$ cat config.mk
export PLATFORM = sky130hd
export DESIGN_NAME = dmem_arbiter_flat
export DESIGN_NICKNAME = d
export VERILOG_FILES = /design/src/rtl/dmem_arbiter_if.sv /design/src/rtl/dmem_arbiter.sv /design/src/flat_wrapper.sv
export SDC_FILE = /design/constraint.sdc
export NUM_CORES = 1
export LEC_CHECK = 0
export BUFFER_PORTS_ARGS = -buffer_cell sky130_fd_sc_hd__buf_4
export CELL_PAD_IN_SITES_DETAIL_PLACEMENT = 0
export CELL_PAD_IN_SITES_GLOBAL_PLACEMENT = 1
export CORE_MARGIN = 10
export CORE_UTILIZATION = 20
export DETAILED_ROUTE_END_ITERATION = 8
export GPL_TIMING_DRIVEN = 0
export PLACE_DENSITY_LB_ADDON = 0.1
export SLEW_MARGIN = 40
export SYNTH_ARGS = -nofsm -noshare
export SYNTH_HDL_FRONTEND = slang
export SYNTH_SLANG_ARGS = --single-unit
$ cat constraint.sdc
create_clock -name clk -period 1.7 [get_ports clk]
set_input_delay 0.17 -clock clk [delete_from_list [all_inputs] [get_ports clk]]
set_output_delay 0.17 -clock clk [all_outputs]
set_load 0.01 [all_outputs]
$ cat src/rtl/dmem_arbiter_if.sv
// Bus bundle between the core/DMA requesters, the arbiter and the data memory.
// The arbiter sits on the slave modport; the requesters and memory sit on master.
interface dmem_arbiter_if #(
  parameter int DATA_W  = 32,
  parameter int ADDR_W  = 9,
  parameter int BURST_W = 2
);
  logic              cpu_req;
  logic              cpu_we;
  logic [ADDR_W-1:0] cpu_addr;
  logic [DATA_W-1:0] cpu_wdata;
  logic              cpu_gnt;
  logic              cpu_stall;
  logic              cpu_rvalid;
  logic [DATA_W-1:0] cpu_rdata;

  logic               dma_req;
  logic               dma_we;
  logic [ADDR_W-1:0]  dma_addr;
  logic [BURST_W-1:0] dma_len;
  logic [DATA_W-1:0]  dma_wdata;
  logic               dma_ack;
  logic               dma_done;
  logic               dma_rvalid;
  logic [DATA_W-1:0]  dma_rdata;

  logic              mem_wr;
  logic              mem_rd;
  logic [ADDR_W-1:0] mem_addr;
  logic [DATA_W-1:0] mem_wdata;
  logic [DATA_W-1:0] mem_rdata;

  modport slave (
    input  cpu_req, cpu_we, cpu_addr, cpu_wdata,
    output cpu_gnt, cpu_stall, cpu_rvalid, cpu_rdata,
    input  dma_req, dma_we, dma_addr, dma_len, dma_wdata,
    output dma_ack, dma_done, dma_rvalid, dma_rdata,
    output mem_wr, mem_rd, mem_addr, mem_wdata,
    input  mem_rdata
  );

  modport master (
    output cpu_req, cpu_we, cpu_addr, cpu_wdata,
    input  cpu_gnt, cpu_stall, cpu_rvalid, cpu_rdata,
    output dma_req, dma_we, dma_addr, dma_len, dma_wdata,
    input  dma_ack, dma_done, dma_rvalid, dma_rdata,
    input  mem_wr, mem_rd, mem_addr, mem_wdata,
    output mem_rdata
  );
endinterface

$ cat src/rtl/dmem_arbiter.sv
// CPU / DMA arbiter for the single-ported data memory: single-beat CPU
// accesses, fixed-length DMA bursts, starvation guard for the DMA side.
module dmem_arbiter #(
  parameter int DATA_W     = 32,
  parameter int ADDR_W     = 9,
  parameter int BURST_W    = 2,
  parameter int STARVE_LIM = 4
) (
  input logic         clk,
  input logic         reset,
  dmem_arbiter_if.slave bus
);
  localparam int SW = $clog2(STARVE_LIM + 1);

  typedef enum logic {S_IDLE, S_BURST} state_t;

  state_t             r_state;
  logic [BURST_W-1:0] r_beat;
  logic [BURST_W-1:0] r_len;
  logic [ADDR_W-1:0]  r_base;
  logic               r_we;
  logic [SW-1:0]      r_starve;
  logic               r_cpu_rv;
  logic               r_dma_rv;

  logic              w_idle;
  logic              w_burst;
  logic              w_starved;
  logic              w_cpu;
  logic              w_dma0;
  logic              w_dma;
  logic              w_we;
  logic              w_last;
  logic [ADDR_W-1:0] w_baddr;

  // Nothing is granted while reset is held, so memory never sees a beat.
  assign w_idle    = (r_state == S_IDLE) && !reset;
  assign w_burst   = (r_state == S_BURST) && !reset;
  assign w_starved = bus.dma_req && (r_starve == SW'(STARVE_LIM));
  assign w_cpu     = w_idle && bus.cpu_req && !w_starved;
  assign w_dma0    = w_idle && bus.dma_req && !w_cpu;
  assign w_dma     = w_dma0 || w_burst;
  assign w_we      = w_dma0 ? bus.dma_we : r_we;
  assign w_baddr   = r_base + ADDR_W'(r_beat);
  assign w_last    = w_dma0 ? (bus.dma_len == '0)
                            : (w_burst && (r_beat == r_len));

  assign bus.cpu_gnt    = w_cpu;
  assign bus.cpu_stall  = bus.cpu_req && !w_cpu;
  assign bus.cpu_rvalid = r_cpu_rv;
  assign bus.cpu_rdata  = bus.mem_rdata;
  assign bus.dma_ack    = w_dma;
  assign bus.dma_done   = w_last;
  assign bus.dma_rvalid = r_dma_rv;
  assign bus.dma_rdata  = bus.mem_rdata;

  always_comb begin
    bus.mem_wr    = 1'b0;
    bus.mem_rd    = 1'b0;
    bus.mem_addr  = '0;
    bus.mem_wdata = '0;
    unique case (1'b1)
      w_cpu: begin
        bus.mem_wr    = bus.cpu_we;
        bus.mem_rd    = !bus.cpu_we;
        bus.mem_addr  = bus.cpu_addr;
        bus.mem_wdata = bus.cpu_wdata;
      end
      w_dma0: begin
        bus.mem_wr    = bus.dma_we;
        bus.mem_rd    = !bus.dma_we;
        bus.mem_addr  = bus.dma_addr;
        bus.mem_wdata = bus.dma_wdata;
      end
      w_burst: begin
        bus.mem_wr    = r_we;
        bus.mem_rd    = !r_we;
        bus.mem_addr  = w_baddr;
        bus.mem_wdata = bus.dma_wdata;
      end
      default: ;
    endcase
  end

  always_ff @(posedge clk or posedge reset) begin
    if (reset) begin
      r_state  <= S_IDLE;
      r_beat   <= '0;
      r_len    <= '0;
      r_base   <= '0;
      r_we     <= 1'b0;
      r_starve <= '0;
      r_cpu_rv <= 1'b0;
      r_dma_rv <= 1'b0;
    end else begin
      r_cpu_rv <= w_cpu && !bus.cpu_we;
      r_dma_rv <= w_dma && !w_we;
      if (!bus.dma_req || w_dma0)
        r_starve <= '0;
      else if (w_cpu && (r_starve != SW'(STARVE_LIM)))
        r_starve <= r_starve + SW'(1);
      unique case (r_state)
        S_IDLE: begin
          if (w_dma0) begin
            r_base <= bus.dma_addr;
            r_len  <= bus.dma_len;
            r_we   <= bus.dma_we;
            if (bus.dma_len != '0) begin
              r_state <= S_BURST;
              r_beat  <= BURST_W'(1);
            end
          end
        end
        S_BURST: begin
          if (r_beat == r_len) begin
            r_state <= S_IDLE;
            r_beat  <= '0;
          end else begin
            r_beat <= r_beat + BURST_W'(1);
          end
        end
        default: r_state <= S_IDLE;
      endcase
    end
  end
endmodule

$ cat src/flat_wrapper.sv
// flat-port wrapper written by rule: the top's interface ports become plain ports
module dmem_arbiter_flat 
#(
  parameter int DATA_W     = 32,
  parameter int ADDR_W     = 9,
  parameter int BURST_W    = 2,
  parameter int STARVE_LIM = 4
)
  (clk, reset, bus_cpu_req, bus_cpu_we, bus_cpu_addr, bus_cpu_wdata, bus_cpu_gnt, bus_cpu_stall, bus_cpu_rvalid, bus_cpu_rdata, bus_dma_req, bus_dma_we, bus_dma_addr, bus_dma_len, bus_dma_wdata, bus_dma_ack, bus_dma_done, bus_dma_rvalid, bus_dma_rdata, bus_mem_wr, bus_mem_rd, bus_mem_addr, bus_mem_wdata, bus_mem_rdata);
  dmem_arbiter_if #(.DATA_W(DATA_W), .ADDR_W(ADDR_W), .BURST_W(BURST_W)) bus_i ();
  input logic clk;
  input logic reset;
  input wire logic [$bits(bus_i.cpu_req)-1:0] bus_cpu_req;
  input wire logic [$bits(bus_i.cpu_we)-1:0] bus_cpu_we;
  input wire logic [$bits(bus_i.cpu_addr)-1:0] bus_cpu_addr;
  input wire logic [$bits(bus_i.cpu_wdata)-1:0] bus_cpu_wdata;
  output wire logic [$bits(bus_i.cpu_gnt)-1:0] bus_cpu_gnt;
  output wire logic [$bits(bus_i.cpu_stall)-1:0] bus_cpu_stall;
  output wire logic [$bits(bus_i.cpu_rvalid)-1:0] bus_cpu_rvalid;
  output wire logic [$bits(bus_i.cpu_rdata)-1:0] bus_cpu_rdata;
  input wire logic [$bits(bus_i.dma_req)-1:0] bus_dma_req;
  input wire logic [$bits(bus_i.dma_we)-1:0] bus_dma_we;
  input wire logic [$bits(bus_i.dma_addr)-1:0] bus_dma_addr;
  input wire logic [$bits(bus_i.dma_len)-1:0] bus_dma_len;
  input wire logic [$bits(bus_i.dma_wdata)-1:0] bus_dma_wdata;
  output wire logic [$bits(bus_i.dma_ack)-1:0] bus_dma_ack;
  output wire logic [$bits(bus_i.dma_done)-1:0] bus_dma_done;
  output wire logic [$bits(bus_i.dma_rvalid)-1:0] bus_dma_rvalid;
  output wire logic [$bits(bus_i.dma_rdata)-1:0] bus_dma_rdata;
  output wire logic [$bits(bus_i.mem_wr)-1:0] bus_mem_wr;
  output wire logic [$bits(bus_i.mem_rd)-1:0] bus_mem_rd;
  output wire logic [$bits(bus_i.mem_addr)-1:0] bus_mem_addr;
  output wire logic [$bits(bus_i.mem_wdata)-1:0] bus_mem_wdata;
  input wire logic [$bits(bus_i.mem_rdata)-1:0] bus_mem_rdata;
  assign bus_i.cpu_req = bus_cpu_req;
  assign bus_i.cpu_we = bus_cpu_we;
  assign bus_i.cpu_addr = bus_cpu_addr;
  assign bus_i.cpu_wdata = bus_cpu_wdata;
  assign bus_cpu_gnt = bus_i.cpu_gnt;
  assign bus_cpu_stall = bus_i.cpu_stall;
  assign bus_cpu_rvalid = bus_i.cpu_rvalid;
  assign bus_cpu_rdata = bus_i.cpu_rdata;
  assign bus_i.dma_req = bus_dma_req;
  assign bus_i.dma_we = bus_dma_we;
  assign bus_i.dma_addr = bus_dma_addr;
  assign bus_i.dma_len = bus_dma_len;
  assign bus_i.dma_wdata = bus_dma_wdata;
  assign bus_dma_ack = bus_i.dma_ack;
  assign bus_dma_done = bus_i.dma_done;
  assign bus_dma_rvalid = bus_i.dma_rvalid;
  assign bus_dma_rdata = bus_i.dma_rdata;
  assign bus_mem_wr = bus_i.mem_wr;
  assign bus_mem_rd = bus_i.mem_rd;
  assign bus_mem_addr = bus_i.mem_addr;
  assign bus_mem_wdata = bus_i.mem_wdata;
  assign bus_i.mem_rdata = bus_mem_rdata;
  dmem_arbiter #(.DATA_W(DATA_W), .ADDR_W(ADDR_W), .BURST_W(BURST_W), .STARVE_LIM(STARVE_LIM)) u_core (.clk(clk), .reset(reset), .bus(bus_i));
endmodule
==> impl.org, run 1 <==
** Outcome
- The run finished, with violations left.
- Violated checks :: setup timing

** Timing
- After layout, the minimum clock period comes to between 2 and 2.5 ns.
- Final Skew :: slightly below 0.005 ns
- Headroom to the max-slew limit :: 67.2%
- Final TNS setup :: -11.54 ns
- Timing would allow up to around 490 MHz.
- The number of max-slew violations in the final report is 0.
- The hold violation total from the final report is 0.
- After layout, the worst setup slack is -0.338 ns.
- Hold WS :: slightly below 0.07 ns
- Unrepaired setup endpoints after global routing :: yes
- Actual slew at the worst max-slew pin :: 0.492 ns
- Setup violations remaining at the end of the flow were counted as 47.
- Share of the clock period used by the worst path :: 120%

** Clock network
- After clock tree synthesis, the clock-pin slew on the worst setup and hold paths is roughly 0.090 ns.
- No sink is reached through more buffers than the 2 on the longest clock path.
- Counting the buffers created by CTS gives 3.
- Clock tree synthesis selected as its root buffer the cell clkbuf_8.
- Number of H-tree levels :: 1
- Number of clock sinks seen by CTS :: 20
- Clock latency on the worst-skew pair :: roughly 0.28 ns
- TritonCTS built the clock tree.

** Synthesis
- Leading cell types by count after synthesis :: buf_4, nand2_1, a22o_1
- Synth Instances :: about 250
- Synthesized Nets :: 375
- Dividing the synthesized area by the synthesized cell count gives 8.51 µm².
- Fraction of the mapped netlist area in compound gates :: about a fifth
- Sequential share of the synthesized area :: 23.7%
- For this run, the number of Yosys warnings is 0.
- Largest family of logic cells by synthesized area :: buffers and inverters
- dfrtp_1 takes more of the synthesized area than any other cell.
- Ranked by total cell area, the synthesized netlist is headed by dfrtp_1, buf_4, a22o_1, nand2_1, buf_6.
- Yosys mapped a number of flops with a built-in enable equal to 0.
- Of the total synthesized cell area, the portion taken by AND, OR, NAND and NOR gates is between 10% and 20%.
- Measured against the total synthesized area, the mux share comes to 0%.
- Most used flip-flop cell after synthesis :: dfrtp_1
- Area of the mapped netlist :: roughly 2100 µm²
- Of the total synthesized cell area, the portion taken by XOR and XNOR cells is 4.56%.
- After synthesis, the largest area contributor takes up about a quarter of total cell area.
- Post-synthesis cell type count :: 35
- In this run, synthesis produced a sequential element count of 20.
- Among all cell types in the netlist, the one instantiated most often is buf_4.
- Post-synthesis share of cell area spent on full adders, half adders and majority gates :: under 10%
- In the synthesized netlist the async set-or-reset flop fraction comes to 100%.

** GRT
- The first global-routing pass estimated approximately 16000 µm of wire.
- The initial antenna violation count was 0.
- The number of global-route vias before repair is about 2600.
- Across every metal layer, demand over resource in global routing totals between 10% and 20%.
- After global routing the overflow that remains totals 0.
- Maximum number of pins on one net before global-route repair :: 21

** Die
- The die is 123 µm tall.
- Initial core utilization :: between 20% and 30%
- Core footprint :: between 10000 and 15000 µm²
- Placement row count :: 37
- Top-level port count :: around 240
- Die boundary width :: 123 µm
- The floorplan step defined a die boundary enclosing around 15000 µm².

** Setup path
- The critical path goes through ha_4, fa_2, buf_4, xnor2_1, o211ai_1, buf_4.
- STA puts the critical path data required time at roughly 1.5 ns.
- Worst-path fanout max :: 2
- The worst setup path is captured at an output pin.
- The kind of cell with the highest combined delay along the critical path is adder cells.
- STA classifies the critical path startpoint as a register.
- The critical path is of the reg -> out type.
- The largest individual stage delay along the critical path comes from the cell dfrtp_2.
- For this run, the slowest stage of the critical path takes 0.44 ns.
- Data arrives at the worst endpoint at 1.87 ns.
- Together, buffers and inverters on the worst path number 2.
- Among the stages of the critical path, the cell type that occurs most often is buf_4.

** Routing
- Wires add up to approximately 11000 µm.
- The detail route stage leaves a number of antenna-violating nets equal to 0.
- The first detailed-routing pass took 4 iterations.
- Initial DRC Count :: 88
- The detailed router placed about 2500 vias in this run.
- In the routed design, unresolved DRC markers number 0.
- Dividing the detail-routed via count by the number of cells gives roughly 4.
- Dividing the detail-routed wire length by the instance count gives ~18 µm.

** Power
- Net switching is a little under two fifths of the power.
- Part of the total power dissipated in the clock network :: roughly 13%
- Summed over all cells, the static leakage comes to about 2.3 nW.
- Worst ir drop on vdd :: approximately 0.43 mV
- Total power per unit cell area :: 891 nW/µm²
- Relative contribution of sequential cells to total power :: between 20 and 25%
- Combinational logic is responsible for about two thirds of the overall power.
- Cell internal power was estimated by the tool at around 2.4 mW.
- For this design the total switching power over the nets is between 1.5 and 2 mW.

** Final layout
- Layout area overhead :: 110%
- Number of antenna diodes :: 0
- The net count of the finished layout is 608.
- Of the cells placed in the final design, the portion with a size suffix greater than 1 is 72.9%.

** Placement
- Routability-driven placement finished with a final weighted congestion of between 0.8 and 0.9.
- At the placement stage, the worst setup path has a slack of -0.231 ns.
- Total half-perimeter wirelength after legalization and detailed placement :: 9220 µm
- Input and output buffers added on the ports amount to ~200.

** Min path
- Worst hold path class :: in -> async

** Job
- Max Cap Violations :: 0
==> stage by stage <==
step                cell area (µm²)  power (mW)  cells  utilization [%]
floorplan                      2120        2.00    248                -
global placement               3800        3.00    585             36.8
detailed placement             3800        2.99    585             36.8
CTS                            4400        3.96    619             42.6
global route                   4420        4.20    616             42.9
finish                         4420        3.94    616             42.9
==> final timing paths <==
check / start / to / slack [ns] / depth (start not counted)
setup / recovery: u_core.r_beat[0] / bus_mem_addr[2] / -0.34 / 6
hold / removal: reset / u_core.r_len[0] / 0.07 / 3
setup reg to reg: u_core.r_starve[0] / u_core.r_beat[1] / 0.06 / 8
hold reg to reg: u_core.r_len[1] / u_core.r_len[1] / 0.51 / 2
max in group asynchronous: reset / u_core.r_beat[1] / 1.27 / 3
min in group clk: bus_cpu_we / u_core.bus.cpu_rvalid / 0.07 / 2
==> power groups by stage <==
stage	Sequential, mW	Clock [mW]	Combinational [mW]
global placement	0.788	0	2.21
CTS	0.789	0.514	2.66
global route	0.814	0.530	2.86
detailed placement	0.791	0	2.20
floorplan	0.764	0	1.23
finish	0.792	0.505	2.65
==> worst min-delay path, cell delays in order <==
cell and delay [ns]:
buf_4 0.14, inv_2 0.06, buf_2 0.42
==> flip-flops by register name, summed over array words and instances (netlist names) <==
register	count
u_core.r_base	9
u_core.r_starve	3
u_core.r_len	2
u_core.r_state	1
u_core.bus.dma_rvalid	1
u_core.r_beat	2
u_core.bus.cpu_rvalid	1
u_core.r_we	1
==> layer usage <==
layer	wire, µm	vias to the layer above	GRT usage, %
met5	0	-	0
met4	168	0	3.61
met3	1360	11	5.42
met2	5770	137	24.5
met1	4070	1133	14.0
li1	-	1258	-
==> layout make-up <==
type                       count  area (µm²)
buffer                        75         609
timing repair buffer         229        1880
inverter                       4        15.0
clock inverter                 1        30.0
tap                          136         170
sequential                    20         503
clock buffer                   3        41.3
multi-input combinational    148        1170
fill                        1052        5900
==> cells in the final DEF, fill, tap and decap left out, drive strengths merged, types with 4 or more instances in the layout <==
cell type / netlist / routed
a22oi: 9 / 9
buf: 77 / 304
a22o: 32 / 32
xnor2: 9 / 9
o21ai: 9 / 9
inv: 4 / 4
nand3: 5 / 5
dfrtp: 20 / 20
nor2b: 5 / 5
nand2: 50 / 50
and3: 4 / 5
ha: 4 / 4
==> cells by family (layout without fill, tap and decap cells) <==
group                      Yosys count  after routing
DFF                                 20             20
and+or+nand+nor                     75             76
xor gates and xnor gates            11             11
adders and majority gates            5              5
buffers and inverters               81            312
AOI/OAI and AO/OA                   56             56
==> repair_timing <==
item                                    4_1_cts  5_1_grt
endpoints found under the setup margin       47       55
gates cloned                                  5        0
hold endpoints to repair                     20        0
gates resized for setup                      71       16
setup buffers                                25        8
hold buffers                                  1        0
pin swaps                                    19       20
Note: power is estimated with default switching activity, not from simulation.
==> run 2, diff against run 1 <==
--- a/config.mk
+++ b/config.mk
@@ -11,7 +11,6 @@
 export CORE_MARGIN = 10
 export CORE_UTILIZATION = 20
 export DETAILED_ROUTE_END_ITERATION = 8
-export GPL_TIMING_DRIVEN = 0
 export PLACE_DENSITY_LB_ADDON = 0.1
 export SLEW_MARGIN = 40
 export SYNTH_ARGS = -nofsm -noshare
==> impl.org, run 2 (synthesized netlist as in run 1, its figures left out) <==
** Setup path
- Worst r2r dst :: u_core.r_beat[1]
- Worst-path fanout max :: 7 (+5)
- Kind of end point of the critical path :: output pin
- Most prevalent standard cell on the critical path :: buf_6
- The sum of buffers and inverters on the critical path was 5 (+3).
- Beginning of the worst register-to-register path :: u_core.r_starve[0]
- STA classifies the critical path startpoint as a register.
- The critical path goes through inv_2, ha_4, buf_6, nand3_2, and3_4, buf_6, buf_6, a22o_1, buf_6.
- The slack of the worst reg-to-reg path was 0.10 ns (+0.04 ns).
- Max incr delay on CP :: 0.39 ns (-0.05 ns)
- R2r worst-path depth :: 7 (-1)
- Type of the worst setup path :: reg -> out
- Critical path data required time :: 1.53 ns (about the same)
- Arrival @ worst endpoint :: 1.87 ns (about the same)
- The cell family contributing the most delay on the critical path is buffers and inverters.
- On the critical path, the stage with the largest delay is an instance of dfrtp_1.

** Final layout
- Flip-flop count of the largest register, all copies and words added :: 9 (unchanged)
- Register area :: 500 µm² (-0.50%)
- The fraction of layout instances using a drive strength above 1 is 59.4% (-14 points).
- Fin util :: 32.8% (-10 points)
- The multi-input logic area is 1190 µm² (+2.0%).
- Top Registers :: u_core.r_base x9, u_core.r_starve x3
- The library cell used most frequently in the layout, excluding fill and tap cells, is buf_4.
- Most frequent cells in the layout :: buf_4, buf_6, nand2_1
- Fill count :: 1102 (+4.8%)
- The number of diodes came to 0 (unchanged).
- Fin cells :: 478 (-22%)
- Number of nets in the layout :: 470 (-23%)
- Compared with the post-synthesis result, the final layout area differs by 60.3%.
- Post-route design area :: 3380 µm² (-24%)
- Register with the highest flop count :: u_core.r_base

** Clock network
- Clock latency on the worst-skew pair :: 0.26 ns (-0.02 ns)
- Clock buffer count from CTS :: 3 (unchanged)
- The maximum number of buffers from clock root to sink came to 2 (unchanged).
- TritonCTS built the clock tree.
- Clock-pin slew on the worst setup and hold paths :: 0.08 ns (about the same)
- The count of clock tree sinks came to 20 (unchanged).
- The root buffer cell chosen for the clock tree is clkbuf_8.
- Number of H-tree levels :: 1 (unchanged)

** Placement
- Total half-perimeter wirelength after legalization and detailed placement :: 6910 µm (-25%)
- The number of I/O port buffers was 138 (-31%).
- The instance count after placement with tap cells included was 465 (-21%).
- Placed inst area :: 2890 µm² (-24%)
- The placer congestion estimate was 0.822 (-6.7%).

** Timing
- Actual slew at the worst max-slew pin :: 0.400 ns (-0.0920 ns)
- Number of endpoints with negative hold slack in the final report :: 0 (unchanged)
- The final-layout worst hold slack came to 0.0307 ns (-0.0386 ns).
- The setup clock skew after layout is 0.00178 ns (-0.00312 ns).
- Tmin final :: 2.04 ns (+0.00221 ns)
- Top achievable clock speed :: 490 MHz (-0.11%)
- The worst relative slew slack was 73.3% (+6.1 points).
- Count of final setup violators :: 47 (unchanged)
- Slack of the critical path :: -0.340 ns (-0.00221 ns)
- The post-route fraction of the period consumed by the critical path was 120% (+0.13 points).
- Final-report max-slew violation count :: 0 (unchanged)
- The aggregate negative setup slack was -12.17 ns (-0.625 ns).
- Setup repair after global routing could not meet its margin everywhere.

** Routing
- The detailed-route DRC error count is 0 (unchanged).
- The count of antenna-violating nets left after detailed routing came to 0 (unchanged).
- The via-per-instance ratio came to 4.38 (+6.2%).
- Final routed wire length divided by cell count :: 19.1 µm (+3.3%)
- First-pass iteration count of the detailed router :: 4 (unchanged)
- The vias after detailed routing is 2093 (-18%).
- The post-detailed-routing wire length is 9120 µm (-20%).
- Initial DRC Count :: 75 (-15%)

** Power
- The power per standard cell area was 1070 nW/µm² (+20%).
- Static Leakage :: 1.63 nW (-29%)
- The worst-case vdd ir drop is 0.417 mV (-2.8%).

** Die
- Height of the die :: 123 µm (unchanged)
- Placement row count :: 37 (unchanged)
- The total die area is 15100 µm² (unchanged).
- Top-level port count :: 235 (unchanged)
- Die boundary width :: 123 µm (unchanged)
- The starting density of the core came to 20.4% (unchanged).
- The core area was 10300 µm² (unchanged).

** GRT
- The wire length of the first global-routing pass is 13400 µm (-15%).
- Maximum number of pins on one net before global-route repair :: 21 (unchanged)
- The number of global-route vias before repair came to 2200 (-15%).
- The total congestion overflow after global routing is 0 (unchanged).
- Antenna violations before repair :: 0 (unchanged)
- The met2 usage in global routing is 17.7% (-6.7 points).
- Most congested layer reported by global routing :: met2
- Overall track demand over capacity in global routing :: 11.4% (-2.1 points)
- M3 GR Usage :: 5.05% (-0.37 points)
- The met1 demand-to-capacity share in global routing is 13.8% (-0.26 points).

** Job
- The reported max-cap violation count came to 0 (unchanged).

** Outcome
- The checks that failed: setup timing.
- The run finished, with violations left.

** Min path
- The worst hold path belongs to the class in -> async.
## run 2: layer usage
metal / routed length, µm / part of all wire [%]
met5: 0 / 0
met4: 185 / 2.0
met3: 1080 / 12
met2: 4090 / 45
met1: 3770 / 41
## run 2: timing repair
item / 4_1_cts / 5_1_grt
hold buffers: 0 / 0
cloned: 5 / 0
buffers inserted: 5 / 1
endpoints found under the setup margin: 48 / 49
pin swaps: 17 / 13
gates resized for setup: 77 / 9
## run 2: area by class of cell
type	instances	share of cell area, %
Tap cell	136	5.03
Sequential cell	20	14.8
Clock buffer	4	1.63
Timing Repair Buffer	164	42.8
Multi-Input combinational cell	150	35.3
Inverter	4	0.444
## run 2: power breakdown
group | switching, mW | internal [mW]
clock | 0.175 | 0.207
combinational | 1.09 | 1.32
sequential | 0.184 | 0.629
## run 2: stage by stage
stage	power, mW	setup slack [ns]
floorplan	2.00	0.0192
global placement	2.75	-0.124
detailed placement	2.73	-0.105
CTS	3.56	-0.358
global route	3.88	-0.422
finish	3.61	-0.340
## run 2: how the worst max path moves through the flow
stage,startpoint,cells past startpoint,end,slack [ns]
after global placement,u_core.r_beat[0],7,bus_mem_addr[8],-0.12
after floorplan,u_core.r_beat[0],6,bus_mem_addr[8],0.02
final,u_core.r_starve[0],9,bus_mem_wdata[1],-0.34
after global routing,u_core.r_starve[0],10,bus_mem_addr[4],-0.42
after detailed placement,u_core.r_beat[0],7,bus_mem_addr[8],-0.11
after CTS,u_core.r_base[0],7,bus_mem_addr[8],-0.36
## run 2: worst reg2reg max path: stages (launching register included)
cell and delay [ns]:
dfrtp_1 0.39, inv_2 0.08, ha_4 0.15, a21bo_4 0.17, and3_4 0.27, o21ai_2 0.09
buf_4 0.15, a32o_1 0.20
==> run 3, diff against run 2 <==
--- a/config.mk
+++ b/config.mk
@@ -12,6 +12,7 @@
 export CORE_UTILIZATION = 20
 export DETAILED_ROUTE_END_ITERATION = 8
 export PLACE_DENSITY_LB_ADDON = 0.1
+export SKIP_CTS_REPAIR_TIMING = 1
 export SLEW_MARGIN = 40
 export SYNTH_ARGS = -nofsm -noshare
 export SYNTH_HDL_FRONTEND = slang
==> impl.org, run 3 (synthesized netlist as in run 1, its figures left out) <==
** Clock network
- Clock latency on the worst-skew pair :: 0.26 ns (about the same)
- Max Buffers Root-to-Sink :: 2 (unchanged)
- The number of buffers added by the clock tree synthesis step is 3 (unchanged).
- CTS tree :: yes
- Root buffer selected by CTS :: clkbuf_8
- Number of H-tree levels :: 1 (unchanged)
- Clock-pin slew on the worst setup and hold paths :: 0.08 ns (about the same)
- The count of clock tree sinks was 20 (unchanged).

** Routing
- Number of remaining DRC errors :: 0 (unchanged)
- The count of antenna-violating nets left after detailed routing was 0 (unchanged).
- The post-detailed-routing wire length came to 9250 µm (+1.5%).
- The vias after detailed routing was 2067 (-1.2%).
- Vias per std cell :: 4.32 (-1.4%)
- Initial DRC Count :: 110 (+47%)
- First-pass iteration count of the detailed router :: 4 (unchanged)
- Final routed wire length divided by cell count :: 19.3 µm (+1.2%)

** Timing
- The fmax came to 491 MHz (about the same).
- The number of max-slew violations in the final report was 0 (unchanged).
- The number of setup violations in the final report was 47 (unchanged).
- The post-route fraction of the period consumed by the critical path was 120% (about the same).
- The worst path setup slack after routing came to -0.339 ns (+0.00127 ns).
- The hold violation total from the final report came to 0 (unchanged).
- Unrepaired setup endpoints after global routing :: yes
- Tmin final :: 2.04 ns (-0.00127 ns)
- The aggregate negative setup slack came to -10.56 ns (+1.61 ns).
- The setup clock skew after layout was 0.00112 ns (-0.000657 ns).
- Actual slew at the worst max-slew pin :: 0.394 ns (-0.00595 ns)
- Headroom to the max-slew limit :: 73.7% (+0.40 points)

** Die
- Placement row count :: 37 (unchanged)
- The total die area was 15100 µm² (unchanged).
- Die boundary width :: 123 µm (unchanged)
- The boundary pin count was 235 (unchanged).
- The core area came to 10300 µm² (unchanged).
- Initial core utilization :: 20.4% (unchanged)
- Height of the die :: 123 µm (unchanged)

** Final layout
- Fin util :: 33.0% (+0.24 points)
- Flip-flop count of the largest register, all copies and words added :: 9 (unchanged)
- Ratio of cells with drive above 1 in the final layout :: 58.9% (-0.46 points)
- Number of nets in the layout :: 471 (+0.21%)
- Layout area overhead :: 61.5%
- The top cell types in the final layout, fill and taps aside, are buf_4, buf_6, nand2_1.
- Most common cell after layout, fill and taps aside :: buf_4
- The largest registers in the layout are u_core.r_base x9, u_core.r_starve x3.
- Number of antenna diodes :: 0 (unchanged)
- Ranked by flip-flop count, first place goes to u_core.r_base.
- The final cell count without fillers is 479 (+0.21%).
- Fill count :: 1095 (-0.64%)

** GRT
- Most congested layer reported by global routing :: met2
- Number of global-route vias before repair :: 2032 (-7.6%)
- The met3 routing resource usage after global routing is 4.87% (-0.18 points).
- Total congestion overflow after global routing :: 0 (unchanged)
- The met1 demand-to-capacity share in global routing was 12.5% (-1.3 points).
- Antenna violations before repair :: 0 (unchanged)
- GRT met2 Usage :: 15.9% (-1.9 points)
- The wire length of the first global-routing pass is 12200 µm (-9.2%).
- Overall track demand over capacity in global routing :: 10.3% (-1.1 points)
- Maximum number of pins on one net before global-route repair :: 35 (+67%)

** Setup path
- STA classifies the critical path endpoint as an output pin.
- The data required time of the worst path was 1.53 ns (about the same).
- STA classifies the critical path startpoint as a register.
- Arrival @ worst endpoint :: 1.87 ns (about the same)
- Worst-path fanout max :: 3 (-4)
- The slack of the worst reg-to-reg path is 0.10 ns (about the same).
- The setup path with the least slack is of type reg -> out.
- Beginning of the worst register-to-register path :: u_core.r_starve[1]
- R2r worst-path depth :: 7 (unchanged)
- Source of the critical timing path :: u_core.r_beat[0]

** Power
- The leakage power was 1.63 nW (about the same).
- The sequential power share was 22.4% (about the same).
- The clock group share of total power came to 10.7% (about the same).
- Gate power share :: 66.8% (about the same)
- Internal power :: 2.15 mW (-0.65%)
- The net switching component of the power was 1.43 mW (-1.3%).
- Total power per unit cell area :: 1050 nW/µm² (-1.7%)
- The worst-case vdd ir drop is 0.417 mV (about the same).
- Switching share of total power :: 39.9% (-0.16 points)

** Placement
- Placed cell count :: 465 (unchanged)
- The placed wire-length estimate after detailed placement was 6910 µm (unchanged).
- Dpl ws :: -0.105 ns (unchanged)
- The number of I/O port buffers was 138 (unchanged).
- Weighted congestion reported at the end of routability-driven placement :: 0.822 (unchanged)

** Outcome
- The checks that failed: setup timing.
- The flow ran to the end, but the final reports show violations.

** Job
- The reported max-cap violation count was 0 (unchanged).

** Min path
- Worst hold path class :: in -> async
run 3: per-stage QoR:
| stage | hold WS (ns) | cell area [µm²] | total power, mW |
|---|---|---|---|
| 6_report | 0.0309 | 3410 | 3.57 |
| 5_1_grt | 0.0660 | 3410 | 3.85 |
| 4_1_cts | 0.0413 | 2940 | 3.14 |
| 3_5_place_dp | 0.332 | 2890 | 2.73 |
| 3_3_place_gp | 0.332 | 2890 | 2.75 |
| 2_1_floorplan | 0.150 | 2120 | 2.00 |
run 3: final cells by class:
cell class | count | area, µm² | area share, %
timing repair buffer | 165 | 1490 | 43.6
clock buffer | 4 | 55.1 | 1.62
inverter | 4 | 15.0 | 0.441
multi-input combinational | 150 | 1180 | 34.6
tap | 136 | 170 | 4.99
sequential | 20 | 500 | 14.7
run 3: path summary, 6_finish.rpt:
kind | end
setup reg to reg | u_core.r_beat[1]
max in group asynchronous | u_core.r_base[4]
min in group clk | u_core.bus.cpu_rvalid
hold / removal | u_core.bus.cpu_rvalid
hold reg to reg | u_core.r_base[8]
setup / recovery | bus_mem_addr[8]
run 3: layer usage:
layer	part of all wire [%]	up-vias
li1	-	984
met1	42	950
met2	46	119
met3	10	14
met4	1.4	0
met5	0	-
run 3: critical path, cell delays in order, from the launching register on:
cell and delay, ns:
dfrtp_1 0.42, ha_4 0.18, fa_2 0.38, nand3_4 0.11, nor3_2 0.06, xnor2_1 0.12, o211ai_1 0.17, buf_4 0.15
run 3: power groups by stage:
stage	sequential, mW	clock (mW)	combinational (mW)
3_5_place_dp	0.793	0	1.94
6_report	0.802	0.384	2.39
3_3_place_gp	0.791	0	1.96
2_1_floorplan	0.764	0	1.23
5_1_grt	0.825	0.417	2.60
4_1_cts	0.784	0.400	1.95
